File: src/rtl/grf_pkg.sv
// Shared types and sizing for the ALU operand register file.
package grf_pkg;

  localparam int DATA_W = 32;
  localparam int ADDR_W = 5;
  localparam int NREGS  = 32;

  localparam logic [ADDR_W-1:0] REG_ZERO = 5'd0;

  typedef logic [DATA_W-1:0] word_t;
  typedef logic [ADDR_W-1:0] raddr_t;

endpackage

File: src/rtl/grf_read_port.sv
// One asynchronous read port: address mux with $0 forced to zero.
// Optional same-cycle write bypass when GRF_WRITE_BYPASS_EN is defined.
module grf_read_port
  import grf_pkg::*;
(
  input  raddr_t ra,
  input  word_t  regs [NREGS],
  input  logic   wr_commit,
  input  raddr_t wa,
  input  word_t  wd,
  output word_t  rd
);

`ifdef GRF_WRITE_BYPASS_EN
  always_comb begin
    rd = '0;
    if (ra != REG_ZERO) begin
      // wr_commit already excludes reset and $0, so only the address match is left
      if (wr_commit && (wa == ra)) rd = wd;
      else                         rd = regs[ra];
    end
  end
`else
  // Read-before-write: the write-side inputs play no part in this build.
  logic unused_wr;
  assign unused_wr = ^{wr_commit, wa, wd};

  always_comb begin
    rd = '0;
    if (ra != REG_ZERO) rd = regs[ra];
  end
`endif

endmodule

File: src/rtl/alu_operand_grf.sv
// Register file feeding ALU_DA/ALU_DB, written back from ALU_DC.
// Define GRF_WRITE_BYPASS_EN for write-then-read forwarding on both read ports.
module alu_operand_grf
  import grf_pkg::*;
(
  input  logic   clk,
  input  logic   reset,
  input  raddr_t RF_RA1,
  input  raddr_t RF_RA2,
  input  logic   RF_WE,
  input  raddr_t RF_WA,
  input  word_t  RF_WD,
  output word_t  RF_RD1,
  output word_t  RF_RD2,
  output word_t  RF_WCNT
);

  word_t reg_view [NREGS];
  word_t wcnt_reg;
  logic  wr_commit;

  assign wr_commit   = RF_WE && !reset && (RF_WA != REG_ZERO);
  assign reg_view[0] = '0;

  genvar gi;
  generate
    for (gi = 1; gi < NREGS; gi++) begin : g_reg
      word_t q_reg;

      always_ff @(posedge clk) begin
        if (reset)
          q_reg <= '0;
        else if (wr_commit && (RF_WA == raddr_t'(gi)))
          q_reg <= RF_WD;
      end

      assign reg_view[gi] = q_reg;
    end
  endgenerate

  // Counts committed writes only; rewrites of the same value still count.
  always_ff @(posedge clk) begin
    if (reset)          wcnt_reg <= '0;
    else if (wr_commit) wcnt_reg <= wcnt_reg + word_t'(1);
  end

  assign RF_WCNT = wcnt_reg;

  grf_read_port u_rd1 (
    .ra        (RF_RA1),
    .regs      (reg_view),
    .wr_commit (wr_commit),
    .wa        (RF_WA),
    .wd        (RF_WD),
    .rd        (RF_RD1)
  );

  grf_read_port u_rd2 (
    .ra        (RF_RA2),
    .regs      (reg_view),
    .wr_commit (wr_commit),
    .wa        (RF_WA),
    .wd        (RF_WD),
    .rd        (RF_RD2)
  );

endmodule

File: config.mk
export PLATFORM = sky130hd
export DESIGN_NAME = alu_operand_grf
export DESIGN_NICKNAME = d
export VERILOG_FILES = /design/src/rtl/grf_pkg.sv /design/src/rtl/grf_read_port.sv /design/src/rtl/alu_operand_grf.sv
export SDC_FILE = /design/constraint.sdc
export NUM_CORES = 2
export LEC_CHECK = 0
export BUFFER_PORTS_ARGS = -buffer_cell sky130_fd_sc_hd__buf_2
export CAP_MARGIN = 10
export CORE_UTILIZATION = 55
export DETAILED_ROUTE_END_ITERATION = 12
export PLACE_DENSITY = 0.72
export RECOVER_POWER = 100
export SLEW_MARGIN = 20
export SYNTH_ARGS = -nofsm -noshare
export SYNTH_HDL_FRONTEND = slang
export SYNTH_SLANG_ARGS = --single-unit
File: constraint.sdc
create_clock -name clk -period 2.7 [get_ports clk]
set_input_delay 0.54 -clock clk [delete_from_list [all_inputs] [get_ports clk]]
set_output_delay 0.54 -clock clk [all_outputs]
set_load 0.02 [all_outputs]
Word level (Yosys, flattened, before mapping)
Index checks and enable logic that the tools add are counted.
{"block": "word_totals", "regBits": 1024, "output_inout_bits": 96, "input_bits": 50, "word_cells": 113}
{"block": "classes", "n_bitwise": 2, "muxes": 8, "addsub": 1, "order_cmp": 2, "eq_ne": 31, "reduce_logical": 37}
{"operator": "binary-select mux 32 bit (select 5 bit)", "count": 2}
{"operator": "two-way mux 32 bit", "count": 6}
{"operator": "== test 5 bit, second input constant", "count": 16}
{"operator": "== test 5 x 4 -> 1 bit, second input constant", "count": 8}
{"operator": "logical AND 1 bit", "count": 33}
{"operator": "adder 32 x 1 -> 32 bit, second input constant", "count": 1}
{"operator": "== test 5 x 3 -> 1 bit, second input constant", "count": 4}
{"operator": "nonzero test 5 bit", "count": 3}
{"operator": ">= comparator 6 bit, second input constant", "count": 2}
{"operator": "NOT 5 -> 6 bit", "count": 2}
{"operator": "== test 5 x 2 -> 1 bit, second input constant", "count": 2}
{"operator": "== test 5 x 1 -> 1 bit, second input constant", "count": 1}
{"operator": "zero test 1 bit", "count": 1}

Logic depth before layout (Yosys ltp)
{"block": "logic_depth", "ltp_word": 5, "mapped_depth": 8, "ltp_nobuf": 5}

Modules after synthesis
A second synthesis with hierarchy kept.
{"block": "unflattened", "hier_cells": 5993, "hier_area_um2": 52964.5}
{"mod": "alu_operand_grf", "cells_each": 4665, "instances": 1, "area_each_um2": 36228.5, "seq_area_each_um2": 20499.7}
{"mod": "grf_read_port", "cells_each": 664, "instances": 2, "area_each_um2": 8368.0, "seq_area_each_um2": 0.0}

Worst setup path after synthesis
No wires, ideal clock.
{"block": "synth_path", "path_type": "input-to-output", "startpoint": "input RF_RA1[1]", "endpoint": "output RF_RD1[12]", "t_arrival_ns": 2.123, "t_required_ns": 2.160, "setup_slack_ns": 0.037, "path_stages": 7, "n_path_buf": 3, "path_cell_list": "buf_2 -> or3b_2 -> clkbuf_1 -> clkbuf_1 -> o221ai_1 -> a21oi_1 -> a22oi_1"}
{"block": "synth_between", "elab_chain_cells": 5, "elab_cells_between_ends": 6, "cone_classes": "mux (4); bitwise (1); reduce/logical (1)"}
{"item": "start: declaration", "line_no": "alu_operand_grf.sv:8", "source": "input raddr_t RF_RA1,"}
{"item": "NOT 5 -> 6 bit (implied by the code)", "line_no": "grf_read_port.sv:30", "source": "if (ra != REG_ZERO) rd = regs[ra];"}
{"item": "binary-select mux 32 bit (select 5 bit)", "line_no": "grf_read_port.sv:30"}
{"item": "two-way mux 32 bit (implied by the code) (2 in series)", "line_no": "grf_read_port.sv:30"}
{"item": "two-way mux 32 bit *", "line_no": "grf_read_port.sv:30"}
{"item": "end: declaration", "line_no": "alu_operand_grf.sv:13", "source": "output word_t RF_RD1,"}
Mark *: on every way between the ends. The rest lies on a longest branch, timed or not. The select of a mux whose other input is x is not followed.

Worst setup path after layout
{"block": "layout_path", "startpoint": "register g_reg[5].q_reg[10]", "endpoint": "output RF_RD1[10]"}
{"block": "layout_between", "elab_chain_cells": 4}
{"item": "start: declaration", "line_no": "alu_operand_grf.sv:28", "source": "word_t q_reg;"}
{"item": "start signal: assignment", "line_no": "alu_operand_grf.sv:32", "source": "q_reg <= '0;"}
{"item": "start signal: assignment", "line_no": "alu_operand_grf.sv:34", "source": "q_reg <= RF_WD;"}
{"item": "binary-select mux 32 bit (select 5 bit)", "line_no": "grf_read_port.sv:30"}
{"item": "two-way mux 32 bit (implied by the code) (2 in series)", "line_no": "grf_read_port.sv:30"}
{"item": "two-way mux 32 bit", "line_no": "grf_read_port.sv:30"}
No other way between the ends. The select of a mux whose other input is x is not followed.

==> results.toml <==
[worst_setup_path]
crit_top_cell = "a22oi_2"
worstSetupPathType = "reg -> out"
reg2reg_to = "RF_WCNT[26]$_SDFFE_PP0P_"
rr_worst_depth = 6
crit_required_ps = 2160
cp.arrival_ps = 2540
slowest_stage = "o211ai_1"
reg2reg_from = "RF_WCNT[0]$_SDFFE_PP0P_"
crit_fanout = 3
cp-start-kind = "flop"
reg2reg_slack_ps = 640
crit_path_end_kind = "output port"
cp_cell_sequence = "mux2i_1, a22oi_2, o211ai_1, a22oi_2, buf_4"
crit_buf_inv = 1
max_stage_delay_ps = 670
path_delay_family = "compound AO/OA/AOI/OAI gates"

[yosys]
synth.area.top_cells = "dfxtp_1 40%, nand2_1 14%, mux4_2 13%, a21oi_1 10%, mux2i_1 4.9%"
yosysSeqAreaShare_pct = 39.5
synth_cell_types = 56
yosys_register_bits = 1024
ys_async_sr_fraction_pct = 0
yosys_most_used_dff = "dfxtp_1"
yosys.area.top_type = "dfxtp_1"
synth.top_cells.by_count = "1,997 x nand2_1, 1,045 x a21oi_1, 1,024 x dfxtp_1"
synth_fp_nets = 6164
syn_area_sq_um = 51900
netlist_instances = 6113
yosysTopAreaCellShare_pct = 39.5
synth-edff-count = 0
ys.warnings.count = 0
avgSynthCellArea_sq_um = 8.49
synth_most_common_cell = "nand2_1"

[power_and_ir_drop]
switching_share_pct = 26.3
internal-power_mw = 25.5
comb_power_share_pct = 12.3
cellPowerDensity_nw_per_um2 = 538
seqPwrFrac_pct = 44.0
ir_worst_vdd_v = 0.000626
power_leakage_nw = 22.0
p_clk_share_pct = 43.7
p_sw_mw = 9.10

[clocking]
htree_levels = 3
clock_sinks = 1024
cts_hold_buf = 0
clockBufferDepth = 3
clock_latency_ps = 690
clockRootBuffer = "clkbuf_16"
cts_tree = "built"
cts_buffers = 106
path_clk_slew_ps = 60

[detailed_routing]
drc = 0
wirelength_mm = 220
antenna_left = 0
vias_per_cell = 6.95
dr.pass1.iters = 9
wl_per_cell_um = 28.9
drtIter0Drc = 8400
vias = 52900

[worst_hold_path]
hold_path_depth = 2
whs_endpoint = "RF_WCNT[30]$_SDFFE_PP0P_"
hp-start = "reset"
hp-class = "in -> reg"

[layout]
fin_util_pct = 68.8
synthToLayoutAreaGrowth_pct = 23.8
final_layout_size_suffix_gt1_share_pct = 26.8
largest_reg_flops = 992
num-fill-cells = 6912
stdcell_count = 7609
nets = 6321

[floorplan]
chipWidth_um = 309
rows = 112
core_sq_um = 93300
chipHeight_um = 309
initial_core_util_pct = 55.6
die-area_sq_um = 95600
io_pins = 146

[run_status]
violations = "max-capacitance violations, max-slew violations, negative setup slack"
status = "finished, violations left"

[place]
place_hpwl_mm = 130
io_buffers = 145
gp_congestion = 0.989
dp.cells = 7287

[sta]
setup_viol = 234
worstMarginPinSlew_ps = 2210
rsz0062_at_grt = "yes"
report.final.slew_viol_count = 185
finalHoldViolCount = 0
layout_min_cycle_time_ps = 3080
timing.fmax_mhz = 325
skew_ps = 4.53
min_period_over_period_pct = 114
setup_ws_ps = -380
max_slew_margin_pct = -47.3

[global_route]
antenna_found_initial = 8
grt_overflow = 0
grt_max_degree = 204
grt_usage_pct = 43.9
grt_pass1_vias = 48700
grt_pass1_wl_mm = 313

[run]
cap_violations = 1
[worst max path at each step]
| stage | start | to | slack (ps) | cells after the start |
|---|---|---|---|---|
| CTS | RF_RA1[1] | RF_RD1[10] | -140 | 10 |
| finish | g_reg[5].q_reg[10]$_SDFFE_PP0P_ | RF_RD1[10] | -380 | 5 |
| global route | RF_RA1[1] | RF_RD1[10] | -280 | 10 |
| detailed placement | RF_RA1[2] | RF_RD1[31] | -360 | 8 |
| floorplan | RF_RA1[1] | RF_RD1[12] | 40 | 7 |
| global placement | RF_RA1[2] | RF_RD1[31] | -370 | 8 |
[per-stage QoR]
stage	worst slack (ps)	power (mW)	area, sq um	TNS (ps)	hold WS [ps]
2_1_floorplan	37.1	17.3	51900	0	442
6_report	-380	34.6	64200	-19000	293
5_1_grt	-282	35.1	64200	-28500	314
3_5_place_dp	-358	18.8	56600	-16960	458
3_3_place_gp	-373	18.8	56600	-16500	449
4_1_cts	-140	34.0	63300	-4500	128
[cells by family after synthesis]
logic type	after synthesis	synth area share, %
AOI/OAI and AO/OA	1499	16.9
xor gates and xnor gates	5	0.0844
adders and majority gates	1	0.0241
buffers and inverters	647	5.36
DFF	1024	39.5
muxes	674	20.3
and+or+nand+nor	2263	17.9
[layout make-up]
| class | count | area, sq um | share of cell area, % |
|---|---|---|---|
| flip-flops and latches | 1024 | 20700 | 32.2 |
| repair buffers | 692 | 7770 | 12.1 |
| multi-input cells | 4442 | 30700 | 47.8 |
| well taps | 1254 | 1570 | 2.44 |
| clock inverters | 36 | 450 | 0.701 |
| clock buffers | 149 | 3020 | 4.71 |
| inverters | 4 | 15.0 | 0.0234 |
| diodes | 8 | 20.0 | 0.0312 |
[power groups by stage]
stage / clock (mW) / combinational [mW] / sequential (mW)
6_report: 15.1 / 4.23 / 15.2
3_3_place_gp: 0 / 3.24 / 15.5
5_1_grt: 15.7 / 4.25 / 15.2
3_5_place_dp: 0 / 3.26 / 15.6
4_1_cts: 15.0 / 3.83 / 15.2
2_1_floorplan: 0 / 1.77 / 15.5
[timing repair]
item	4_1_cts	5_1_grt
gates cloned	24	7
buffers inserted	57	66
pin swaps	118	122
setup endpoints to repair	64	64
resized for setup	544	257
[metal layers]
| layer | track usage, % | wire, um |
|---|---|---|
| met5 | 0 | 15 |
| met4 | 28.8 | 18100 |
| met3 | 16.1 | 36200 |
| met2 | 63.9 | 91500 |
| met1 | 54.6 | 73700 |
[layout by cell type, fill, tap and decap left out, types with 35 or more instances in the layout]
cell type,netlist,final
buf_12,1,119
a22oi_1,223,106
nand3_1,98,37
nand3_2,0,35
mux2i_1,256,247
a22oi_2,0,117
dfxtp_2,0,127
clkbuf_16,0,113
o211ai_1,35,35
a21oi_1,1045,1031
buf_4,30,268
buf_6,5,123
dfxtp_1,1024,897
mux2_4,2,35
mux2_2,128,95
clkbuf_1,418,67
nand2_1,1997,1997
mux4_2,288,288
buf_2,148,40
Power figures use the tool's default switching activity.
